## config.mk

```make
export PLATFORM = sky130hd
export DESIGN_NAME = hotbit_enc
export DESIGN_NICKNAME = d
export VERILOG_FILES = /design/src/rtl/hotbit_pkg.sv /design/src/rtl/hotbit_enc_rr_pick.sv /design/src/rtl/hotbit_enc.sv
export SDC_FILE = /design/constraint.sdc
export NUM_CORES = 1
export LEC_CHECK = 0
export CAP_MARGIN = 20
export CELL_PAD_IN_SITES_DETAIL_PLACEMENT = 1
export CELL_PAD_IN_SITES_GLOBAL_PLACEMENT = 1
export CORE_UTILIZATION = 53
export CTS_CLUSTER_DIAMETER = 30
export DETAILED_ROUTE_END_ITERATION = 7
export HOLD_SLACK_MARGIN = 0.12
export PLACE_DENSITY_LB_ADDON = 0.05
export SLEW_MARGIN = 20
export SYNTH_ARGS = -nofsm -noshare
export SYNTH_HDL_FRONTEND = slang
export SYNTH_SLANG_ARGS = --single-unit
```

## constraint.sdc

```tcl
create_clock -name clk -period 19.2 [get_ports clk]
set_clock_uncertainty 0.15 [all_clocks]
set_input_delay 1.92 -clock clk [delete_from_list [all_inputs] [get_ports clk]]
set_output_delay 1.92 -clock clk [all_outputs]
set_load 0.01 [all_outputs]
```

## src/rtl/hotbit_pkg.sv

```systemverilog
// -----------------------------------------------------------------------------
// hotbit_pkg
//
// Shared definitions for the hot-bit encoder (hotbit_enc) and its round-robin
// picker (rr_pick).
//
// Contents:
//   HOTBIT_N        default number of hot-bit lines / registers in the bank
//   CW              binary code width for the default bank size
//   HOTBIT_MAX_N    widest vector the popcount helper handles
//   hotbit_state_t  encoder FSM states (IDLE: nothing pending, DRAIN: codes left)
//   popcount()      number of set bits, used by the strict one-hot check
// -----------------------------------------------------------------------------
package hotbit_pkg;

    localparam int HOTBIT_N     = 32;
    localparam int CW           = $clog2(HOTBIT_N);
    localparam int HOTBIT_MAX_N = 256;

    typedef enum logic {
        IDLE  = 1'b0,
        DRAIN = 1'b1
    } hotbit_state_t;

    // Callers zero-extend their vector to HOTBIT_MAX_N bits; the extra zeros
    // do not change the count.
    function automatic int unsigned popcount(input logic [HOTBIT_MAX_N-1:0] v);
        int unsigned cnt;
        cnt = 0;
        for (int i = 0; i < HOTBIT_MAX_N; i++) begin
            cnt += {31'b0, v[i]};
        end
        return cnt;
    endfunction

endpackage

```

## src/rtl/hotbit_enc_rr_pick.sv

```systemverilog
// -----------------------------------------------------------------------------
// rr_pick
//
// Combinational round-robin first-set-bit finder. Searches vec_i starting at
// bit start_i and moving upward, wrapping from N-1 back to 0, and reports the
// first set bit it meets.
//
// Ports:
//   vec_i    [N-1:0]          vector to search
//   start_i  [$clog2(N)-1:0]  first bit position to look at
//   idx_o    [$clog2(N)-1:0]  index of the selected bit (0 when none found)
//   found_o                   at least one bit of vec_i is set
//   rest_o   [N-1:0]          vec_i with the selected bit cleared
// -----------------------------------------------------------------------------
module rr_pick
    import hotbit_pkg::*;
#(
    parameter int N = HOTBIT_N
) (
    input  logic [N-1:0]         vec_i,
    input  logic [$clog2(N)-1:0] start_i,
    output logic [$clog2(N)-1:0] idx_o,
    output logic                 found_o,
    output logic [N-1:0]         rest_o
);

    localparam int W = $clog2(N);

    // Walk every offset from the start pointer; the first hit wins and later
    // hits are ignored. The modulo-N wrap is done on an int so that bank
    // sizes that are not a power of two still wrap at N-1.
    always_comb begin
        int          sum;
        logic [W-1:0] pos;
        idx_o   = '0;
        found_o = 1'b0;
        sum     = 0;
        pos     = '0;
        for (int off = 0; off < N; off++) begin
            sum = int'(start_i) + off;
            if (sum >= N) begin
                sum = sum - N;
            end
            pos = W'(sum);
            if (!found_o && vec_i[pos]) begin
                found_o = 1'b1;
                idx_o   = pos;
            end
        end
        rest_o = vec_i;
        if (found_o) begin
            rest_o[idx_o] = 1'b0;
        end
    end

endmodule

```

## src/rtl/hotbit_enc.sv

```systemverilog
// -----------------------------------------------------------------------------
// hotbit_enc
//
// Hot-bit to binary register-code serializer. Accepts an N-line hot-bit
// vector (bit i selects register i) and emits the binary index of every set
// bit, one code per cycle, in round-robin order. The round-robin pointer
// continues from where the previous vector left off and is cleared only by
// reset.
//
// Ports:
//   clk        rising-edge clock
//   rst_n      asynchronous active-low reset
//   hot_in     [N-1:0] hot-bit vector
//   in_valid   hot_in is valid
//   in_ready   encoder can accept a vector (high while nothing is pending)
//   reg_cod    [$clog2(N)-1:0] binary register code
//   cod_valid  reg_cod is valid
//   cod_ready  consumer accepts reg_cod
//   cod_last   reg_cod is the final code of its vector
//   err        one-cycle pulse when a vector is rejected (strict build only)
//
// Build option:
//   HOTBIT_STRICT_EN  when defined, only one-hot vectors are serialized; any
//                     other vector (including zero) is accepted, discarded and
//                     flagged with an err pulse. When undefined, multi-hot
//                     vectors are serialized and err is tied low.
// -----------------------------------------------------------------------------
module hotbit_enc
    import hotbit_pkg::*;
#(
    parameter int N = HOTBIT_N
) (
    input  logic                 clk,
    input  logic                 rst_n,
    input  logic [N-1:0]         hot_in,
    input  logic                 in_valid,
    output logic                 in_ready,
    output logic [$clog2(N)-1:0] reg_cod,
    output logic                 cod_valid,
    input  logic                 cod_ready,
    output logic                 cod_last,
    output logic                 err
);

    localparam int W = $clog2(N);

    hotbit_state_t state_q;
    logic [N-1:0]  pending_q;
    logic [N-1:0]  pending_d;
    logic [W-1:0]  rrPtr_q;
    logic [W-1:0]  rrPtr_d;
    logic [W-1:0]  regCod_q;
    logic          codValid_q;
    logic          codLast_q;
    logic          inReady_q;
    logic [W-1:0]  pickIdx;
    logic          pickFound;
    logic          slotFree;

    rr_pick #(
        .N (N)
    ) uPick (
        .vec_i   (pending_q),
        .start_i (rrPtr_q),
        .idx_o   (pickIdx),
        .found_o (pickFound),
        .rest_o  (pending_d)
    );

    // The pointer moves just past the code being issued so the next search
    // starts at the following register.
    assign rrPtr_d  = (pickIdx == W'(N - 1)) ? '0 : pickIdx + 1'b1;

    // A new code may be loaded when the output register is empty or its
    // current code is being taken this cycle.
    assign slotFree = !codValid_q || cod_ready;

`ifdef HOTBIT_STRICT_EN
    logic                    err_q;
    logic [HOTBIT_MAX_N-1:0] hotExt;

    assign hotExt = HOTBIT_MAX_N'(hot_in);
    assign err    = err_q;
`else
    assign err    = 1'b0;
`endif

    // Encoder FSM. IDLE accepts a vector and drains the last code of the
    // previous vector; DRAIN issues one code per free output slot. Going back
    // to IDLE as soon as the final code is loaded lets the next vector be
    // accepted while that code still waits on cod_ready.
    always_ff @(posedge clk or negedge rst_n) begin
        if (!rst_n) begin
            state_q    <= IDLE;
            pending_q  <= '0;
            rrPtr_q    <= '0;
            regCod_q   <= '0;
            codValid_q <= 1'b0;
            codLast_q  <= 1'b0;
            inReady_q  <= 1'b0;
`ifdef HOTBIT_STRICT_EN
            err_q      <= 1'b0;
`endif
        end else begin
`ifdef HOTBIT_STRICT_EN
            err_q <= 1'b0;
`endif
            case (state_q)
                IDLE: begin
                    inReady_q <= 1'b1;
                    if (codValid_q && cod_ready) begin
                        codValid_q <= 1'b0;
                        codLast_q  <= 1'b0;
                    end
                    // inReady_q is low for the first cycle after reset, so
                    // nothing is accepted before the block reports ready.
                    if (in_valid && inReady_q) begin
`ifdef HOTBIT_STRICT_EN
                        if (popcount(hotExt) != 1) begin
                            err_q <= 1'b1;
                        end else begin
                            pending_q <= hot_in;
                            state_q   <= DRAIN;
                            inReady_q <= 1'b0;
                        end
`else
                        if (hot_in != '0) begin
                            pending_q <= hot_in;
                            state_q   <= DRAIN;
                            inReady_q <= 1'b0;
                        end
`endif
                    end
                end
                DRAIN: begin
                    if (!pickFound) begin
                        state_q   <= IDLE;
                        inReady_q <= 1'b1;
                    end else if (slotFree) begin
                        regCod_q   <= pickIdx;
                        codValid_q <= 1'b1;
                        codLast_q  <= (pending_d == '0);
                        pending_q  <= pending_d;
                        rrPtr_q    <= rrPtr_d;
                        if (pending_d == '0) begin
                            state_q   <= IDLE;
                            inReady_q <= 1'b1;
                        end
                    end
                end
                default: begin
                    state_q   <= IDLE;
                    inReady_q <= 1'b1;
                end
            endcase
        end
    end

    assign in_ready  = inReady_q;
    assign reg_cod   = regCod_q;
    assign cod_valid = codValid_q;
    assign cod_last  = codLast_q;

endmodule

```

==> results.md <==
- Num CTS Buffers: 5
- EDFF count, synth: 0
- Hold path start: reg_cod[3]$_DFFE_PN0P_
- Max Buffers Root-to-Sink: 2
- Iter 0 DRT Violations: 1149
- DRT antenna net count: 0
- CP top delay family: simple AND/OR/NAND/NOR gates
- Final Hold Fails: 0
- DPL Wire Length: 36200 µm
- Slew Viols, Final: 0
- # DRC: 0
- Post-synth cell types: 99
- Startpoint Class: register
- Crit path time final: 9.29 ns
- Slowest cell on crit path: ha_4
- H-tree Lvls: 2
- CP arrival: ~9.3 ns
- Setup_tns: 0 ns
- CTS tree: done
- Synth Register Bits: 46
- Routed wire length per instance: approximately 33 µm
- Crit path buf inv count: 4
- Clk sinks: 46
- Outcome: complete, no violations
- Syn Inst Count: 1267
- Yosys top cell by area: mux4_2
- Die width: 144 µm
- Ranking of synthesized cells by area: mux4_2 18%, dfrtp_1 11%, mux2i_1 8.5%
- Total setup buffers inserted after CTS: 0
- Routed WL: roughly 49000 µm
- Slew @ Worst Pin: 1.22 ns
- Vias in the first global route: 11.9k
- Core area: 19700 µm²
- Nets: 1279
- Final Setup Violations: 0
- CP max stage delay: around 0.72 ns
- Area growth syn-to-layout: 5.32%
- Max cap viols: 0
- Worst Setup End Kind: register
- RSZ-0062 raised after global routing: false
- Worst setup margin: 9.91 ns
- Seq/Total Area, Yosys: 0.107
- Syn Std Cell Area: 10700 µm²
- Std-Cell Rows: slightly above 50
- Met2 usage in global routing: 0.759
- Synthesized area per cell: 8.48 µm²
- Worst r2r src: rrPtr_q[1]$_DFFE_PN0P_
- Clock slew seen by the registers of the worst setup and hold paths: approximately 0.06 ns
- ANT cells: 0
- Most frequent cells in the layout: 121 x nand2_1, 91 x mux2i_1, 86 x mux4_2, 77 x nor2_1, 77 x a21oi_1
- Pre-CTS setup slack: 10.16 ns
- Warnings, synthesis: 0
- WS Path Type: reg2reg
- Vias: ~12k
- Tot GR Track Use: 0.487
- Antenna violations before repair: 1
- Most frequent CP cell: mux2_2
- Largest net degree at the start of global routing: 79
- Initial Util: 0.547
- Async set-reset flop share out of synthesis: 1.00
- Max-slew headroom: 0.181
- First-pass detailed-route iteration total: 5
- Share of layout cells above drive strength 1: 0.194
- Die ar.: 20900 µm²
- Tightest Hold Check Type: reg2reg
- Max Freq: ~110 MHz
- Critical Path Source: rrPtr_q[1]$_DFFE_PN0P_
- Synth top area share: 0.180
- Worst Path Max Fanout: 42
- Commonest non-fill, non-tap cell in the layout: nand2_1
- GR Util met3: 0.127
- Mapped Nets: 1320
- CTS root buffer: clkbuf_16
- Remaining Overflow, GRT: 0
- Die Span Y: between 100 and 150 µm
- IO Pins: 45
- Hold_buf cts: 0
- RePlAce Congestion: around 1.0
- Met1 Use GR: 0.574
- Most Crowded Layer GR: met2
- Post-cts sizing count: 0
- Worst-Skew Late Latency: 0.29 ns
- Ys flop type: dfrtp_1
- Critical path required time: 19.23 ns
- Final worst-path cycle share: 0.484
- First-pass GRT wire length: about 74000 µm
- IO buf count: 43
- Drt via density: 7.87
[sequential cells by signal (all words and copies together) (netlist names)]
signal	cells
cod_valid	1
rrPtr_q	5
pending_q	32
reg_cod	5
cod_last	1
state_q	1
in_ready	1
[logic make-up (layout without fill, tap and decap cells)]
| family | after synthesis | count (layout) | share of synthesized area |
|---|---|---|---|
| XOR/XNOR | 26 | 26 | 0.0240 |
| multiplexers | 259 | 259 | 0.354 |
| adder cells (fa/ha/maj) | 17 | 17 | 0.0198 |
| AND/OR/NAND/NOR | 419 | 419 | 0.207 |
| buffers and inverters | 166 | 125 | 0.0760 |
| other | 1 | 1 | 0.000349 |
| AO/OA/AOI/OAI | 333 | 333 | 0.212 |
| flip-flops | 46 | 46 | 0.107 |
[synth_stat cells, types with 6 or more instances]
| cell | n |
|---|---|
| nand2_1 | 121 |
| mux2i_1 | 91 |
| mux4_2 | 86 |
| a21oi_1 | 77 |
| nor2_1 | 77 |
| o21ai_0 | 75 |
| clkbuf_1 | 65 |
| mux2_2 | 59 |
| dfrtp_1 | 46 |
| inv_1 | 40 |
| nand3_1 | 38 |
| nor4_1 | 31 |
| nor3_1 | 27 |
| buf_2 | 22 |
| a22o_1 | 18 |
| mux2_1 | 18 |
| xnor2_1 | 18 |
| buf_6 | 17 |
| ha_1 | 17 |
| nand4_1 | 17 |
| a211oi_1 | 15 |
| and3_1 | 14 |
| a31oi_1 | 13 |
| o22ai_1 | 13 |
| nand2b_1 | 12 |
| a21o_1 | 11 |
| o211ai_1 | 11 |
| buf_4 | 10 |
| and2_1 | 9 |
| or2_2 | 9 |
| or3_1 | 9 |
| o32ai_1 | 8 |
| a211o_1 | 7 |
| and4_1 | 7 |
| buf_1 | 7 |
| a221oi_1 | 6 |
| a22oi_1 | 6 |
| nand3b_1 | 6 |
| nor2b_1 | 6 |
| or4_1 | 6 |
[final timing paths]
kind / to / slack [ns] / depth (start not counted)
max: state_q$_DFF_PN0_ / 9.91 / 27
min: reg_cod[3]$_DFFE_PN0P_ / 0.34 / 2
max reg2reg: state_q$_DFF_PN0_ / 9.91 / 27
min reg2reg: reg_cod[3]$_DFFE_PN0P_ / 0.34 / 2
max in group asynchronous: rrPtr_q[1]$_DFFE_PN0P_ / 16.95 / 1
min in group asynchronous: reg_cod[4]$_DFFE_PN0P_ / 1.49 / 1
[per-stage QoR]
step | std cells | cell area (µm²) | util | hold WS [ns]
global placement | 1483 | 11100 | 0.566 | 0.313
floorplan | 1267 | 10700 | - | 0.364
finish | 1491 | 11300 | 0.576 | 0.337
detailed placement | 1483 | 11100 | 0.566 | 0.318
global route | 1491 | 11300 | 0.576 | 0.373
CTS | 1490 | 11300 | 0.574 | 0.341
[tightest hold or removal path, delay by kind of cell (launching register included)]
family	cells	cell delay [ns]
and+or+nand+nor	2	0.11
DFF	1	0.34
[area by class of cell]
type                            count  area [µm²]
Clock buffer                        6         139
Sequential cell                    46        1160
Multi-Input combinational cell   1055        8820
Tap cell                          265         332
Timing Repair Buffer               74         673
Inverter                           44         165
Fill cell                        2370        8330
Clock inverter                      1        30.0
[metal layers]
| metal | up-vias | routed length, µm | share of wire |
|---|---|---|---|
| li1 | 4846 | - | - |
| met1 | 5743 | 17400 | 0.35 |
| met2 | 860 | 22000 | 0.45 |
| met3 | 284 | 5580 | 0.11 |
| met4 | 0 | 4340 | 0.088 |
| met5 | - | 0 | 0 |
Power is not shown: default switching activity piles up to over one toggle a cycle in this logic, so the estimate is an artifact.
